`src/rtl/instr_ctrl_fsm.sv`:
```
// Moore control FSM sequencing the register-file/ALU datapath for MOV/ADD/CMP/AND/MVN.
// Optional ILLEGAL_TRAP_EN: illegal codes park the FSM in TRAP until reset.
module instr_ctrl_fsm #(
    parameter bit S_REARM = 1'b0
) (
    input  logic       clk,
    input  logic       reset,
    input  logic       s,
    input  logic [2:0] opcode,
    input  logic [1:0] op,
    output logic       w,
    output logic [2:0] nsel,
    output logic [1:0] vsel,
    output logic       loada,
    output logic       loadb,
    output logic       asel,
    output logic       bsel,
    output logic       loadc,
    output logic       loads,
    output logic       write,
    output logic       illegal_op
);

    typedef enum logic [3:0] {
        ST_WAIT,
        ST_DECODE,
        ST_WRITE_IMM,
        ST_GET_A,
        ST_GET_B,
        ST_ALU,
        ST_STATUS,
        ST_WRITE_REG
`ifdef ILLEGAL_TRAP_EN
        , ST_TRAP
`endif
    } state_t;

    localparam logic [4:0] C_MOV_IMM = 5'b110_10;
    localparam logic [4:0] C_MOV_SH  = 5'b110_00;
    localparam logic [4:0] C_ADD     = 5'b101_00;
    localparam logic [4:0] C_CMP     = 5'b101_01;
    localparam logic [4:0] C_AND     = 5'b101_10;
    localparam logic [4:0] C_MVN     = 5'b101_11;

    state_t      r_state;
    logic [13:0] r_out;
    logic [4:0]  r_code;
    logic        r_rearm;
    logic        w_start;
    logic        w_neg;
    logic [4:0]  w_code;

    // Output bundle: {w, nsel, vsel, loada, loadb, asel, bsel, loadc, loads, write, illegal_op}
    function automatic logic [13:0] f_outs(input state_t st, input logic neg);
        logic [13:0] o;
        o = '0;
        case (st)
            ST_WAIT:      o[13]    = 1'b1;
            ST_WRITE_IMM: begin o[12:10] = 3'b100; o[9:8] = 2'b10; o[1] = 1'b1; end
            ST_GET_A:     begin o[12:10] = 3'b100; o[7] = 1'b1; end
            ST_GET_B:     begin o[12:10] = 3'b001; o[6] = 1'b1; end
            ST_ALU:       begin o[3] = 1'b1; o[5] = neg; end
            ST_STATUS:    o[2]     = 1'b1;
            ST_WRITE_REG: begin o[12:10] = 3'b010; o[1] = 1'b1; end
`ifdef ILLEGAL_TRAP_EN
            ST_TRAP:      o[0]     = 1'b1;
`endif
            default:      o        = '0;
        endcase
        return o;
    endfunction

    assign w_code  = {opcode, op};
    assign w_start = s && (r_rearm || !S_REARM);
    assign w_neg   = (r_code == C_MOV_SH) || (r_code == C_MVN);

    always_ff @(posedge clk or posedge reset) begin
        if (reset) begin
            r_state <= ST_WAIT;
            r_out   <= f_outs(ST_WAIT, 1'b0);
            r_code  <= '0;
            r_rearm <= 1'b1;
        end else begin
            case (r_state)
                ST_WAIT: begin
                    if (w_start) begin
                        r_state <= ST_DECODE;
                        r_out   <= f_outs(ST_DECODE, 1'b0);
                        r_rearm <= 1'b0;
                    end else if (!s) begin
                        r_rearm <= 1'b1;
                    end
                end
                ST_DECODE: begin
                    // opcode/op are only guaranteed stable up to this edge, so keep a copy
                    r_code <= w_code;
                    case (w_code)
                        C_MOV_IMM: begin
                            r_state <= ST_WRITE_IMM;
                            r_out   <= f_outs(ST_WRITE_IMM, 1'b0);
                        end
                        C_MOV_SH, C_MVN: begin
                            r_state <= ST_GET_B;
                            r_out   <= f_outs(ST_GET_B, 1'b0);
                        end
                        C_ADD, C_AND, C_CMP: begin
                            r_state <= ST_GET_A;
                            r_out   <= f_outs(ST_GET_A, 1'b0);
                        end
                        default: begin
`ifdef ILLEGAL_TRAP_EN
                            r_state <= ST_TRAP;
                            r_out   <= f_outs(ST_TRAP, 1'b0);
`else
                            r_state <= ST_WAIT;
                            r_out   <= f_outs(ST_WAIT, 1'b0);
`endif
                        end
                    endcase
                end
                ST_GET_A: begin
                    r_state <= ST_GET_B;
                    r_out   <= f_outs(ST_GET_B, 1'b0);
                end
                ST_GET_B: begin
                    if (r_code == C_CMP) begin
                        r_state <= ST_STATUS;
                        r_out   <= f_outs(ST_STATUS, 1'b0);
                    end else begin
                        r_state <= ST_ALU;
                        r_out   <= f_outs(ST_ALU, w_neg);
                    end
                end
                ST_ALU: begin
                    r_state <= ST_WRITE_REG;
                    r_out   <= f_outs(ST_WRITE_REG, 1'b0);
                end
`ifdef ILLEGAL_TRAP_EN
                ST_TRAP: begin
                    r_state <= ST_TRAP;
                    r_out   <= f_outs(ST_TRAP, 1'b0);
                end
`endif
                default: begin
                    r_state <= ST_WAIT;
                    r_out   <= f_outs(ST_WAIT, 1'b0);
                end
            endcase
        end
    end

    assign {w, nsel, vsel, loada, loadb, asel, bsel, loadc, loads, write, illegal_op} = r_out;

endmodule

```
`config.mk`:
```
export PLATFORM = sky130hd
export DESIGN_NAME = instr_ctrl_fsm
export DESIGN_NICKNAME = d
export VERILOG_FILES = /design/src/rtl/instr_ctrl_fsm.sv
export SDC_FILE = /design/constraint.sdc
export NUM_CORES = 1
export LEC_CHECK = 0
export ABC_AREA = 1
export BUFFER_PORTS_ARGS = -buffer_cell sky130_fd_sc_hd__buf_2
export CAP_MARGIN = 5
export CORE_ASPECT_RATIO = 0.8
export CORE_MARGIN = 2
export CORE_UTILIZATION = 42
export CTS_CLUSTER_SIZE = 20
export DETAILED_ROUTE_END_ITERATION = 8
export GPL_TIMING_DRIVEN = 0
export PLACE_DENSITY_LB_ADDON = 0.25
export SYNTH_ARGS = -nofsm -noshare
export SYNTH_HDL_FRONTEND = slang
export SYNTH_SLANG_ARGS = --single-unit
```
`constraint.sdc`:
```
create_clock -name clk -period 1.3 [get_ports clk]
set_input_delay 0.195 -clock clk [delete_from_list [all_inputs] [get_ports clk]]
set_output_delay 0.195 -clock clk [all_outputs]
set_load 0.02 [all_outputs]
```
# Yosys cells after proc, flatten, opt, wreduce, memory -nomap -nowiden
# Cells that the tools add are included.
dict set report word_totals {
  regBits 23
  input_bits 8
  out_inout_bits 14
  wordCells 29
}
dict set report classes {
  eq_ne 14
  muxes 8
  n_reduce_logical 4
}
# operator count
set op_table {}
lappend op_table {{$pmux 14 s5} 1}
lappend op_table {{$eq 5x5->1 const B} 9}
lappend op_table {{$pmux 14 s3} 1}
lappend op_table {{$pmux 4 s5} 1}
lappend op_table {{$mux 14} 1}
lappend op_table {{$pmux 3 s3} 1}
lappend op_table {{$eq 4x3->1 const B} 2}
lappend op_table {{$mux 6} 1}
lappend op_table {{$eq 4x1->1 const B} 1}
lappend op_table {{$eq 4x2->1 const B} 1}
lappend op_table {{$logic_not 4->1} 1}
lappend op_table {{$mux 4} 1}
lappend op_table {{$reduce_or 3->1} 1}
lappend op_table {{$mux 2} 1}
lappend op_table {{$ne 2x2->1 const B} 1}
lappend op_table {{$reduce_or 2->1} 1}
lappend op_table {{$logic_or 1x1->1} 1}

# Depth between registers and ports, before layout
# Gate-level depths: netlist (run 1).
dict set report logic_depth {
  ltp_word 4
  ltp_mapped 8
  depth_no_buf 8
}

# Worst setup path after synthesis (run 1)
# No wires, ideal clock.
dict set report synth_timing {
  kind {register to register}
  startpoint {register r_state[0]}
  endpoint {register r_state[1]}
  setup_time_ps 126
  t_arrival_ps 915
  t_required_ps 1174
  path_slack_ps 259
  path_stages_with_launch 7
  n_path_buf 1
  synth_period_minus_slack_ps 1041
  path_cell_list {dfrtp_1 -> nand2_2 -> nor2_4 -> buf_6 -> nand2_4 -> o21a_2 -> nand3_2}
}
dict set report synth_via {
  elab_chain_cells 2
  word_cells_on_any_way 7
  classes_between {eq/ne (5); mux (1); reduce/logical (1)}
}
# item line
set synth_rtl {}
lappend synth_rtl {{from (decl)} 45} ;# state_t r_state;
lappend synth_rtl {{from (signal assigned)} 79} ;# r_state <= ST_WAIT;
lappend synth_rtl {{from (signal assigned)} 87} ;# r_state <= ST_DECODE;
lappend synth_rtl {{from (signal assigned)} 99} ;# r_state <= ST_WRITE_IMM;
lappend synth_rtl {{$eq 4x3->1, or another cell as far along} 84} ;# case (r_state)
lappend synth_rtl {{$pmux 4 s5 / $ne 2x2->1 (equally long branches)} --}
# Several ways; a longest one is shown, not always the timed one.
# A chain may end at the register's enable or synchronous reset.

# Final worst setup path (run 1)
dict set report layout_timing {
  startpoint {register r_out[13]}
  endpoint {output w}
}
# item line
set layout_lines {}
lappend layout_lines {{from (decl)} 46} ;# logic [13:0] r_out;
lappend layout_lines {{from (signal assigned)} 80} ;# r_out <= f_outs(ST_WAIT, 1'b0);
lappend layout_lines {{from (signal assigned)} 88} ;# r_out <= f_outs(ST_DECODE, 1'b0);
lappend layout_lines {{from (signal assigned)} 100} ;# r_out <= f_outs(ST_WRITE_IMM, 1'b0);
lappend layout_lines {{to (decl)} 11} ;# output logic w,
# No word-level cell between the ends.

==> results of run 1 <==
## logic make-up (layout without fill, tap and decap cells)
family | after synthesis | in the layout | share of synthesized area (%)
compound gates | 6 | 6 | 3.67
buf+inv | 19 | 41 | 10.6
flops | 18 | 18 | 49.0
simple gates | 68 | 68 | 36.3
other cells | 1 | 3 | 0.407
## stage by stage
step	instance area [um^2]	power, mW	setup slack, ns
2_1_floorplan	928	1.66	0.259
3_3_place_gp	1050	1.87	0.196
3_5_place_dp	1050	1.91	0.178
4_1_cts	1080	2.20	0.104
5_1_grt	1080	2.35	0.00207
6_report	1080	2.17	0.120
## routing by layer
layer	wire length [um]	track usage, %
met5	0	0
met3	72	2.56
met1	866	19.5
met2	771	26.4
met4	33	8.57
## placed cells by master (no fill, tap or decap)
cell type and count:
nand2_4 1, o21a_2 1, nor2_1 6, nand2_2 4, clkbuf_4 3, nor2_4 3
o21ai_1 2, dfrtp_1 17, nand4_1 2, nor2_2 1, buf_2 18, buf_4 5
nand3_2 2, nand3_1 12, clkbuf_1 1, buf_6 1, o21ai_0 3, conb_1 3
inv_2 1, nand3b_1 1, dfstp_2 1, inv_1 12, nand2_1 36
## power groups by stage
stage          Sequential [mW]  Combinational [mW]  Clock (mW)
2_1_floorplan             1.01               0.656           0
6_report                 0.925               0.958       0.291
3_5_place_dp             0.935               0.971           0
5_1_grt                  0.959                1.08       0.318
3_3_place_gp             0.919               0.954           0
4_1_cts                  0.927               0.973       0.300
## state kept, by name, indices dropped and copies added, names as in the netlist
register and flops:
r_out 10, r_code 5, r_state 3
## how the worst min path moves through the flow
stage                             to  slack, ns   from  cells after the start
after floorplan            r_code[0]       0.13  reset                      1
after global placement      r_out[5]       0.33  reset                      2
after detailed placement    r_out[5]       0.35  reset                      2
after CTS                 r_state[2]       0.01  reset                      2
after global routing        r_out[5]       0.05  reset                      2
final                      r_out[10]     -0.008  reset                      2
## cell type report
cell class / instances / area, um^2 / share of cell area (%)
flip-flops and latches: 18 / 452 / 42.0
multi-input cells: 77 / 379 / 35.2
repair buffers: 18 / 90.1 / 8.37
plain buffers: 6 / 48.8 / 4.53
inverters: 13 / 48.8 / 4.53
well taps: 25 / 31.3 / 2.91
clock buffers: 4 / 26.3 / 2.44
==> impl_metrics.py, run 1 <==
metrics = {
    "cells_and_area": {
        "instances_no_fill": 161,
        "antenna_cells": 0,
        "layout.nets": 145,
        "fillers": 216,
        "syn2layout_area_growth_pct": 16.8,
        "drive_gt1_share_pct": 30.1,
        "fin_util_pct": 50.7,
    },
    "worst_setup_path": {
        "crit_required_ns": 1.11,
        "crit_path_end_kind": "primary output",
        "crit_family": "flip-flops",
        "regToRegSetupSlack_ns": 0.15,
        "cp_slowest_stage_delay_ns": 0.54,
        "start_kind": "flop",
        "path_cells": "buf_2",
        "cp_slowest_cell": "dfstp_2",
        "cp.arrival_ns": 0.99,
        "timing.rr.end": "r_state[0]",
        "cp-endpoint": "w",
        "worst-path-stages": 1,
        "critPathBufInv": 1,
        "cp-startpoint": "r_out[13]",
        "crit_fanout": 2,
        "rr_worst_depth": 7,
        "worstReg2RegStart": "r_state[1]",
        "critical_path_class": "reg -> out",
    },
    "global_routing": {
        "grt_first_pass_wirelength_um": 2970,
        "track_usage_pct": 15.6,
        "grt_max_degree": 19,
        "antenna_found_initial": 0,
        "grt.overflow.total": 0,
        "grt_pass1_vias": 687,
    },
    "run_status": {
        "violations": "negative hold slack",
        "status": "finished, violations left",
    },
    "place": {
        "place_inst": 157,
        "place_congestion": 0.838,
        "hpwl_um": 1320,
        "io_buffers": 18,
    },
    "power": {
        "p_leak_nw": 0.638,
        "p_sw_mw": 0.926,
        "ir_drop_v": 0.000788,
        "p_comb_share_pct": 44.0,
        "swShare_pct": 42.6,
        "powerDensity_nw_per_um2": 2020,
        "seqPwrFrac_pct": 42.6,
        "p_int_mw": 1.25,
        "pwr-share-clk_pct": 13.4,
    },
    "floorplanning": {
        "fp.dieArea_um2": 2590,
        "coreArea_um2": 2120,
        "ios": 22,
        "start_util_pct": 43.4,
        "die_w_um": 56.4,
        "num_rows": 15,
        "die_y_um": 45.9,
    },
    "timing": {
        "slew_headroom_pct": 53.8,
        "fmax_mhz": 847,
        "hold_violations": 17,
        "tightest_slew_ns": 0.692,
        "slew_viol_final": 0,
        "period_share_pct": 90.8,
        "setup_viol": 0,
        "holdWs_ns": -0.00798,
        "fin_crit_ns": 1.18,
        "fin_skew_ns": 0.00437,
        "tns_ns": 0,
        "rsz0062_at_grt": "false",
    },
    "drt": {
        "drcViolationCount": 0,
        "routed_wl_um": 1740,
        "post_drt_wl_per_cell_um": 10.8,
        "drtAntennaViolNets": 0,
        "dr.pass1.iters": 4,
        "vias": 745,
        "drt_iter0_drc": 5,
        "viasPerCell": 4.63,
    },
    "yosys": {
        "yosysTopAreaCell": "dfrtp_1",
        "synth_cell_type_count": 20,
        "synth_edf_count": 0,
        "yosys_warnings": 0,
        "yosys-top-cells-area": "dfrtp_1 46%, nand2_1 15%, nand3_1 6.5%",
        "ys_ff_latch": 18,
        "synth_top_area_share_pct": 46.2,
        "synth.avg_cell_area_um2": 8.22,
        "ys_dominant_reg_cell": "dfrtp_1",
        "synth_seq_area_share_pct": 49.0,
        "yosys.cell_count.top_type": "nand2_1",
        "syn_inst": 112,
        "async_flop_share_pct": 100,
        "syn_area_um2": 921,
        "synthTopCellsByCount": "36 x nand2_1, 17 x dfrtp_1, 12 x inv_1, 12 x nand3_1, 6 x nor2_1",
    },
    "cts": {
        "cts_setup_buffers": 0,
        "cts_tree": "done",
        "cts.clk_slew.worst_paths_ns": 0.10,
        "htree_levels": 1,
        "cts.sinks": 18,
        "insertion_delay_ns": 0.29,
        "clk_path_buf_depth": 2,
        "root_buffer": "clkbuf_4",
        "cts-resized-gates": 0,
        "cts-buffers-inserted": 3,
        "hold_buffers": 0,
    },
    "worst_hold_path": {
        "holdCritPathClass": "in -> async",
    },
    "run": {
        "max-cap-violations": 0,
    },
}
(Power assumes the default switching activity.)
==> inputs of run 2 (changes only) <==
Settings changed: PLACE_DENSITY from default to 0.65, PLACE_DENSITY_LB_ADDON 0.25 to default.
==> impl_metrics.py, run 2 (synthesized netlist as in run 1, its figures left out) <==
metrics = {
    "cts": {
        "cts.clk_slew.worst_paths_ns": 0.10,
        "cts-resized-gates": 0,
        "htree_levels": 1,
        "root_buffer": "clkbuf_4",
        "cts_setup_buffers": 0,
        "cts.sinks": 18,
        "insertion_delay_ns": 0.29,
        "cts_tree": "done",
        "hold_buffers": 0,
        "clk_path_buf_depth": 2,
        "cts-buffers-inserted": 3,
    },
    "drt": {
        "drt_iter0_drc": 10,
        "routed_wl_um": 1730,
        "viasPerCell": 4.71,
        "drtAntennaViolNets": 0,
        "dr.pass1.iters": 4,
        "post_drt_wl_per_cell_um": 10.8,
        "drcViolationCount": 0,
        "vias": 758,
    },
    "cells_and_area": {
        "fillers": 213,
        "layout_commonest_cell": "nand2_1",
        "regArea_um2": 452,
        "top_register": "r_out",
        "syn2layout_area_growth_pct": 16.8,
        "drive_gt1_share_pct": 30.1,
        "fin_util_pct": 50.7,
        "multi_input_area_um2": 379,
        "largestRegisters": "r_out x10, r_code x5, r_state x3",
        "final_cell_mix": "36 x nand2_1, 18 x buf_2, 17 x dfrtp_1",
        "antenna_cells": 0,
        "largest_register_ff_count": 10,
        "layout.nets": 145,
    },
    "worst_setup_path": {
        "rr_worst_depth": 7,
        "path_cells": "buf_2",
        "crit_fanout": 2,
        "cp_slowest_stage_delay_ns": 0.54,
        "crit_required_ns": 1.11,
        "crit_path_end_kind": "primary output",
        "cp.arrival_ns": 0.98,
        "start_kind": "flop",
        "worstReg2RegStart": "r_state[1]",
        "crit_family": "flip-flops",
        "cp_slowest_cell": "dfstp_2",
        "regToRegSetupSlack_ns": 0.16,
        "critPathBufInv": 1,
        "critical_path_class": "reg -> out",
        "timing.rr.end": "r_state[0]",
    },
    "place": {
        "io_buffers": 18,
        "hpwl_um": 1360,
        "place_congestion": 0.862,
    },
    "timing": {
        "fmax_mhz": 853,
        "hold_violations": 0,
        "rsz0062_at_grt": "false",
        "tns_ns": 0,
        "tightest_slew_ns": 0.699,
        "fin_skew_ns": 0.00268,
        "fin_crit_ns": 1.17,
        "period_share_pct": 90.2,
        "setup_viol": 0,
        "slew_viol_final": 0,
        "slew_headroom_pct": 53.4,
    },
    "floorplanning": {
        "fp.dieArea_um2": 2590,
        "ios": 22,
        "die_w_um": 56.4,
        "die_y_um": 45.9,
        "num_rows": 15,
        "start_util_pct": 43.4,
        "coreArea_um2": 2120,
    },
    "run_status": {
        "status": "finished clean",
    },
    "global_routing": {
        "grt_pass1_vias": 694,
        "grt_first_pass_wirelength_um": 2980,
        "grt_max_degree": 19,
        "track_usage_pct": 15.4,
        "antenna_found_initial": 0,
        "grt.overflow.total": 0,
    },
    "power": {
        "ir_drop_v": 0.000952,
        "p_leak_nw": 0.638,
        "powerDensity_nw_per_um2": 2020,
    },
    "run": {
        "max-cap-violations": 0,
    },
    "worst_hold_path": {
        "holdCritPathClass": "in -> async",
    },
}
-- run 2: worst max path at each step --
stage,start,endpoint,slack [ns],cells after the start
floorplan,r_state[0],r_state[1],0.26,6
global placement,r_state[1],r_state[0],0.18,6
detailed placement,r_state[1],r_out[1],0.14,6
CTS,r_out[13],w,0.11,1
global route,r_state[1],r_out[13],0.02,6
finish,r_out[13],w,0.13,1
-- run 2: per-layer routing --
layer  wire, um  track usage [%]  part of all wire [%]  vias up
met5          0                0                     0        -
met4         13             4.29                  0.75        0
met3         94             5.11                   5.4        2
met2        782             24.9                    45       16
met1        840             20.2                    49      351
li1           -                -                     -      389
-- run 2: where the power goes --
group / internal [mW] / leakage (nW) / total [mW] / switching (mW)
clock network: 0.119 / 0.0150 / 0.280 / 0.161
registers: 0.771 / 0.233 / 0.925 / 0.154
logic: 0.359 / 0.390 / 0.966 / 0.607
-- run 2: layout make-up --
cell class	instances	share of cell area [%]
multi-input combinational	77	35.2
clock buffer	4	2.44
inverter	13	4.53
timing repair buffer	18	8.37
buffer	6	4.53
tap	25	2.91
sequential	18	42.0
-- run 2: stage by stage --
step	setup WS [ns]	total power, mW	cells	area [um^2]	hold slack (ns)
2_1_floorplan	0.259	1.66	114	928	0.133
3_3_place_gp	0.185	1.88	157	1050	0.331
3_5_place_dp	0.141	1.92	157	1050	0.338
4_1_cts	0.111	2.21	161	1080	0.0121
5_1_grt	0.0196	2.37	161	1080	0.0417
6_report	0.128	2.17	161	1080	0.000699
-- run 2: worst reg2reg max path, cell delays in order, from the launching register on --
cell      delay [ns]
dfrtp_1         0.45
inv_1           0.10
nand2_1         0.07
nor2_1          0.17
nand2_1         0.11
nand3b_1        0.09
nand2_1         0.05
inv_1           0.05
